==> src/rtl/rd_resp_pkg.sv <==
// rd_resp_pkg: shared definitions for the read responder.
//   - default address/data widths
//   - FSM state encoding
package rd_resp_pkg;

   localparam int ADDR_W_DEF = 8;
   localparam int DATA_W_DEF = 8;

   typedef enum logic [1:0] {
      IDLE  = 2'd0,
      HOLD  = 2'd1,
      RESP  = 2'd2,
      DRAIN = 2'd3
   } state_e;

endpackage

==> src/rtl/rd_resp_mem.sv <==
// rd_resp_mem: 2**ADDR_W x DATA_W storage, one synchronous write port and
// one asynchronous read port. Contents are deliberately not reset.
//   clk      : write clock
//   we_i     : write enable (sampled at posedge clk)
//   waddr_i  : write address
//   wdata_i  : write data
//   raddr_i  : read address (combinational read)
//   rdata_o  : read data
module rd_resp_mem #(
   parameter int ADDR_W = 8,
   parameter int DATA_W = 8
) (
   input  logic              clk,
   input  logic              we_i,
   input  logic [ADDR_W-1:0] waddr_i,
   input  logic [DATA_W-1:0] wdata_i,
   input  logic [ADDR_W-1:0] raddr_i,
   output logic [DATA_W-1:0] rdata_o
);

   logic [DATA_W-1:0] mem_q [2**ADDR_W];

   always_ff @(posedge clk) begin
      if (we_i) mem_q[waddr_i] <= wdata_i;
   end

   assign rdata_o = mem_q[raddr_i];

endmodule

==> src/rtl/rd_responder.sv <==
// rd_responder: answers two-cycle read requests from a local memory.
// A request is rd&&ce held for two consecutive edges at a stable address;
// the response (rvalid + rdata) is registered at the second edge. A request
// that drops early or changes address is flagged and dropped. Writes
// (wr&&ce&&!rd) preload the memory and are only accepted in IDLE.
//   clk, rst_n : clock, async active-low reset
//   ce         : chip enable
//   rd         : read request (held two cycles)
//   wr, wdata  : memory preload write
//   addr       : request / write address
//   rdata      : read data, zero unless rvalid
//   rvalid     : one-cycle completion pulse
//   busy       : FSM not in IDLE
//   err_short  : request dropped after one cycle
//   err_addr   : address changed during the hold
module rd_responder
   import rd_resp_pkg::*;
#(
   parameter int ADDR_W = ADDR_W_DEF,
   parameter int DATA_W = DATA_W_DEF
) (
   input  logic              clk,
   input  logic              rst_n,
   input  logic              ce,
   input  logic              rd,
   input  logic              wr,
   input  logic [ADDR_W-1:0] addr,
   input  logic [DATA_W-1:0] wdata,
   output logic [DATA_W-1:0] rdata,
   output logic              rvalid,
   output logic              busy,
   output logic              err_short,
   output logic              err_addr
);

   state_e            state_q;
   logic [ADDR_W-1:0] addr_q;
   logic [DATA_W-1:0] rdata_q;
   logic              rvalid_q;
   logic              busy_q;
   logic              err_short_q;
   logic              err_addr_q;

   logic              mem_we;
   logic [DATA_W-1:0] mem_rdata;

   // rd has priority over wr; writes outside IDLE are silently dropped.
   assign mem_we = (state_q == IDLE) && ce && wr && !rd;

   rd_resp_mem #(
      .ADDR_W (ADDR_W),
      .DATA_W (DATA_W)
   ) u_mem (
      .clk     (clk),
      .we_i    (mem_we),
      .waddr_i (addr),
      .wdata_i (wdata),
      .raddr_i (addr_q),
      .rdata_o (mem_rdata)
   );

   always_ff @(posedge clk or negedge rst_n) begin
      if (!rst_n) begin
         state_q     <= IDLE;
         addr_q      <= '0;
         rdata_q     <= '0;
         rvalid_q    <= 1'b0;
         busy_q      <= 1'b0;
         err_short_q <= 1'b0;
         err_addr_q  <= 1'b0;
      end else begin
         // Response and error flags are single-cycle pulses.
         rvalid_q    <= 1'b0;
         rdata_q     <= '0;
         err_short_q <= 1'b0;
         err_addr_q  <= 1'b0;
         case (state_q)
            IDLE: begin
               if (ce && rd) begin
                  addr_q  <= addr;
                  state_q <= HOLD;
                  busy_q  <= 1'b1;
               end
            end
            HOLD: begin
               if (!(ce && rd)) begin
                  err_short_q <= 1'b1;
                  state_q     <= IDLE;
                  busy_q      <= 1'b0;
               end else if (addr != addr_q) begin
                  err_addr_q <= 1'b1;
                  state_q    <= IDLE;
                  busy_q     <= 1'b0;
               end else begin
                  rvalid_q <= 1'b1;
                  rdata_q  <= mem_rdata;
                  state_q  <= RESP;
               end
            end
            RESP: begin
               // A rd held past two cycles parks in DRAIN so it is not
               // taken as a second request.
               if (rd) begin
                  state_q <= DRAIN;
               end else begin
                  state_q <= IDLE;
                  busy_q  <= 1'b0;
               end
            end
            DRAIN: begin
               if (!rd) begin
                  state_q <= IDLE;
                  busy_q  <= 1'b0;
               end
            end
            default: begin
               state_q <= IDLE;
               busy_q  <= 1'b0;
            end
         endcase
      end
   end

   assign rdata     = rdata_q;
   assign rvalid    = rvalid_q;
   assign busy      = busy_q;
   assign err_short = err_short_q;
   assign err_addr  = err_addr_q;

endmodule

==> config.mk <==
export PLATFORM = sky130hd
export DESIGN_NAME = rd_responder
export DESIGN_NICKNAME = d
export VERILOG_FILES = /design/src/rtl/rd_resp_pkg.sv /design/src/rtl/rd_resp_mem.sv /design/src/rtl/rd_responder.sv
export SDC_FILE = /design/constraint.sdc
export NUM_CORES = 2
export LEC_CHECK = 0
export CAP_MARGIN = 40
export CORE_MARGIN = 2
export CORE_UTILIZATION = 30
export CTS_CLUSTER_SIZE = 14
export DETAILED_ROUTE_END_ITERATION = 8
export PLACE_DENSITY = 0.56
export SLEW_MARGIN = 5
export SYNTH_ARGS = -nofsm -noshare
export SYNTH_HDL_FRONTEND = slang
export SYNTH_SLANG_ARGS = --single-unit
==> constraint.sdc <==
create_clock -name clk -period 3.8 [get_ports clk]
set_input_delay 0.95 -clock clk [delete_from_list [all_inputs] [get_ports clk]]
set_output_delay 0.95 -clock clk [all_outputs]
set_load 0.05 [all_outputs]
==> results.md <==
- The run finished with clean final reports.
- The synthesized-area fraction occupied by ao, oa, aoi and oai cells is 3.61%.
- The number of design-rule violations left by the first detailed-router iteration is 4898.
- Using the TritonRoute via totals, the vias-per-cell ratio works out to 5.11.
- The final wirelength is 221000 µm.
- STA classifies the critical path endpoint as a flop.
- The clock period minus worst slack is 3.67 ns.
- Yosys mapped the design onto 56 distinct sky130hd cell types.
- Data on the critical path is required at its endpoint by 4.55 ns.
- For the worst setup path, the data arrival time is 4.42 ns.
- The number of antenna violations at the first check in global routing is 8.
- The die is 523 µm wide.
- The power density relative to cell area is 546 nW/µm².
- The headroom to the max-slew limit is 34.4%.
- From bottom edge to top edge, the die measures 523 µm.
- The number of vias in the routed layout is 42011.
- The antenna violation net count after detailed routing is 0.
- The net count after synthesis is 4010.
- Summed over all nets, the half-perimeter wirelength after detailed placement is 139000 µm.
- The count of endpoints failing hold in the final timing report was 0.
- After clock tree synthesis, the clock-pin slew on the worst setup and hold paths is 0.06 ns.
- The tree built by TritonCTS fans out to 2070 sinks.
- The proportion of total power due to net switching is 24.4%.
- At the pin with the least slew margin, the transition time is 0.984 ns.
- The final layout net count is 4522.
- The critical path startpoint category is a flop.
- The synthesized netlist occupies a cell area of 80700 µm².
- The proportion of layout cells with a drive suffix above 1 is 26.7%.
- In this run, CTS created clock tree buffers numbering 206.
- The kind of critical path is reg -> reg.
- The final critical-path share of the clock period is 96.6%.
- The synthesized-area fraction occupied by and/or/nand/nor cells is 3.00%.
- The share of total power dissipated in combinational logic is 12.4%.
- Compared with the post-synthesis result, the final layout area differs by 18.0%.
- The tightest min-delay check is of the in -> async type.
- The final setup violation count is 0.
- The first detailed-routing pass took 6 iterations.
- The combinational family with the most area after synthesis is multiplexers.
- The count of buffers inserted at the top-level ports is 32.
- The final count of pins violating max slew is 0.
- At the end of routability-driven placement, the weighted congestion stood at 0.887.
- Entering global routing, the biggest net connects 126 pins.
- At the later pin of the worst-skew pair, clock insertion delay measures 0.85 ns.
- The gate count after technology mapping is 3989.
- Cell internal power was estimated by the tool at 39.2 mW.
- The region available for standard cell placement spans 268000 µm².
- Across every metal layer, demand over resource in global routing totals 15.9%.
- The number of placement rows is 190.
- Sequential cells were found to cover 76.9% of the synthesized design area.
- CTS built an H-tree with a depth of 4.
- The per-instance average area after synthesis is 20.2 µm².
- Max-cap violations in this run came to 0.
- The longest clock path from root to sink contains 3 buffers.
- For this run, design rule violations remaining after detail routing come to 0.
- Among all flip-flop cells after synthesis, the most frequent one is sky130_fd_sc_hd__edfxtp_1.
- The mean routed wirelength per cell is 26.9 µm.
- Summing the areas of all xor and xnor instances in the mapped netlist gives 0.0868% of the synthesized area.
- Across the VDD grid, the largest voltage drop is 0.000486 V.
- Multiplexer cells account for 14.6% of the synthesized area.
- During I/O placement, the number of pins put on the boundary was 33.
- Excluding fillers, the count of instances in the completed layout stands at 8228.
- Sequential cells burn 48.5% of the power.
- Summed over all layers, the global routing overflow is 0.
- The number of global-route vias before repair is 41900.
- The tree is rooted in a sky130_fd_sc_hd__clkbuf_16.
- Counting flops and latches in the post-synthesis netlist gives 2070.
- In this run the cell area measured after placement is 88500 µm².
- The maximum fanout along the worst path is 32.
- After routing, the total negative slack on setup checks comes to 0 ns.
- The synthesized design contains 2048 enable-type register cells.
- The clock tree from TritonCTS is yes.
- The leakage power is 30.4 nW.
- The clock group share of total power is 39.1%.
- The post-synthesis share of cell area spent on full adders, half adders and majority gates is 0%.
- After synthesis, the share of flip-flops with an asynchronous set or reset is 1.06%.
- During synthesis, Yosys emitted a total of 0 warnings.
- The first global-routing pass estimated 315000 µm of wire.
- The area enclosed by the die boundary is 273000 µm².
- The final standard cell area without fillers is 95200 µm².
- For this run, the top clock speed supported by timing is 0.272 GHz.
- Setup repair after global routing left no endpoint under its margin.
- The starting density of the core is 30.1%.
- After filler insertion, the fill cell instance count of the layout stands at 24890.
- The post-layout utilization of the core is 35.6%.
- The number of instances in the placed design is 7845.
- The analysis attributes to net switching a power of 12.7 mW.
- After clock tree synthesis, the setup repair step added 0 buffers.
- The setup clock skew after layout is 0.0359 ns.
metal layers:
| metal | GRT usage, % | vias up | wire (µm) |
|---|---|---|---|
| met5 | 0 | - | 0 |
| met4 | 5.19 | 0 | 6570 |
| met3 | 2.66 | 316 | 14400 |
| li1 | - | 17642 | - |
| met1 | 22.5 | 22476 | 96100 |
| met2 | 25.0 | 1577 | 104000 |
layout make-up:
class / instances / area (µm²) / share of cell area (%)
Antenna cell: 4 / 10.0 / 0.0105
Multi-Input combinational cell: 1669 / 17300 / 18.1
Tap cell: 3552 / 4440 / 4.67
Clock buffer: 242 / 5350 / 5.62
Timing Repair Buffer: 548 / 4690 / 4.93
Sequential cell: 2070 / 62100 / 65.2
Clock inverter: 137 / 1340 / 1.41
Inverter: 6 / 27.5 / 0.0289
worst max-delay path, cell delays in order (launching register included):
cell and delay, ns:
sky130_fd_sc_hd__dfrtp_4 0.72, sky130_fd_sc_hd__buf_12 0.31, sky130_fd_sc_hd__mux2i_1 0.13, sky130_fd_sc_hd__o221ai_1 0.30, sky130_fd_sc_hd__nor3_1 0.11, sky130_fd_sc_hd__or4_1 0.63
sky130_fd_sc_hd__a2111oi_1 0.68, sky130_fd_sc_hd__buf_4 0.24, sky130_fd_sc_hd__nand4b_1 0.12, sky130_fd_sc_hd__nor4_1 0.28
power by group through the flow:
| stage | combinational (mW) | sequential [mW] | clock (mW) |
|---|---|---|---|
| after floorplan | 3.87 | 25.6 | 0 |
| after global placement | 6.43 | 25.7 | 0 |
| after detailed placement | 6.45 | 25.7 | 0 |
| after CTS | 6.47 | 25.2 | 20.7 |
| after global routing | 6.73 | 25.2 | 21.6 |
| final | 6.42 | 25.2 | 20.3 |
sequential cells by signal, summed over array words and instances, names as in the netlist:
register,cells
u_mem.mem_q,2048
addr_q,8
rdata,8
state_q,2
busy,1
err_addr,1
err_short,1
rvalid,1
cells in the mapped netlist, drive strengths merged (9+ instances only):
| cell | count | share of area (%) |
|---|---|---|
| o221ai | 104 | 1.2 |
| nor2 | 305 | 1.4 |
| nand3 | 16 | 0.099 |
| dfrtp | 22 | 0.68 |
| nand4 | 11 | 0.085 |
| mux2 | 15 | 0.21 |
| nor2b | 9 | 0.070 |
| mux2i | 292 | 3.6 |
| a22o | 14 | 0.15 |
| buf | 139 | 1.3 |
| o21ai | 49 | 0.30 |
| nand2 | 90 | 0.42 |
| a21oi | 90 | 0.56 |
| nor3 | 67 | 0.42 |
| mux4 | 386 | 11 |
| a221oi | 23 | 0.25 |
| nor4 | 22 | 0.17 |
| a31oi | 14 | 0.11 |
| a211oi | 12 | 0.11 |
| a2111oi | 16 | 0.18 |
| o22ai | 64 | 0.50 |
| clkbuf | 105 | 0.49 |
| edfxtp | 2048 | 76 |
through the flow:
| step | hold slack, ns | setup WS (ns) | power (mW) |
|---|---|---|---|
| after floorplan | 0.491 | 1.08 | 29.5 |
| after global placement | 0.541 | -0.0270 | 32.1 |
| after detailed placement | 0.529 | 0.0357 | 32.1 |
| after CTS | 0.423 | 0.0246 | 52.3 |
| after global routing | 0.470 | 0.0901 | 53.5 |
| final | 0.467 | 0.129 | 51.9 |
cells by family (layout without fill, tap and decap cells):
logic type | Yosys count | count (layout)
other cells | 0 | 4
flops | 2070 | 2070
xor+xnor | 8 | 8
buf+inv | 250 | 933
compound gates | 414 | 414
mux | 693 | 693
simple gates | 554 | 554
worst paths after layout:
| path | start | to | slack [ns] | cells past startpoint |
|---|---|---|---|---|
| worst max-delay path | addr_q[0]$_DFFE_PN0P_ | rdata[0]$_DFF_PN0_ | 0.13 | 9 |
| max in group asynchronous | rst_n | addr_q[1]$_DFFE_PN0P_ | 2.98 | 2 |
| worst min register to register | state_q[0]$_DFFE_PN0P_ | busy$_DFFE_PN0P_ | 0.53 | 1 |
| worst max register to register | addr_q[0]$_DFFE_PN0P_ | rdata[0]$_DFF_PN0_ | 0.13 | 9 |
| worst min-delay path | rst_n | err_addr$_DFF_PN0_ | 0.47 | 2 |
| min in group clk | state_q[0]$_DFFE_PN0P_ | busy$_DFFE_PN0P_ | 0.53 | 1 |
cells in the final DEF (no fill, tap or decap), types with 10 or more instances in the layout:
master                               n
sky130_fd_sc_hd__clkinv_1           56
sky130_fd_sc_hd__clkinv_2           38
sky130_fd_sc_hd__o21ai_0            49
sky130_fd_sc_hd__mux4_2            386
sky130_fd_sc_hd__nor4_1             22
sky130_fd_sc_hd__buf_4             477
sky130_fd_sc_hd__a211oi_1           12
sky130_fd_sc_hd__a22o_1             14
sky130_fd_sc_hd__nor2_1            303
sky130_fd_sc_hd__buf_12             37
sky130_fd_sc_hd__clkbuf_16         209
sky130_fd_sc_hd__nand3_1            10
sky130_fd_sc_hd__o221ai_1          100
sky130_fd_sc_hd__clkdlybuf4s50_1    24
sky130_fd_sc_hd__clkbuf_1           33
sky130_fd_sc_hd__o22ai_1            64
sky130_fd_sc_hd__bufinv_16          23
sky130_fd_sc_hd__mux2i_1           292
sky130_fd_sc_hd__nor3_1             67
sky130_fd_sc_hd__a31oi_1            14
sky130_fd_sc_hd__nand4_1            11
sky130_fd_sc_hd__a221oi_1           23
sky130_fd_sc_hd__dfrtp_1            18
sky130_fd_sc_hd__nand2_1            81
sky130_fd_sc_hd__mux2_2             15
sky130_fd_sc_hd__a21oi_1            90
sky130_fd_sc_hd__edfxtp_1         2048
sky130_fd_sc_hd__a2111oi_0          13
what timing repair did:
| action | CTS | global route |
|---|---|---|
| hold buffers | 0 | 0 |
| resized for setup | 1 | 2 |
| setup endpoints to repair | 1 | 2 |
(Power assumes the default switching activity.)
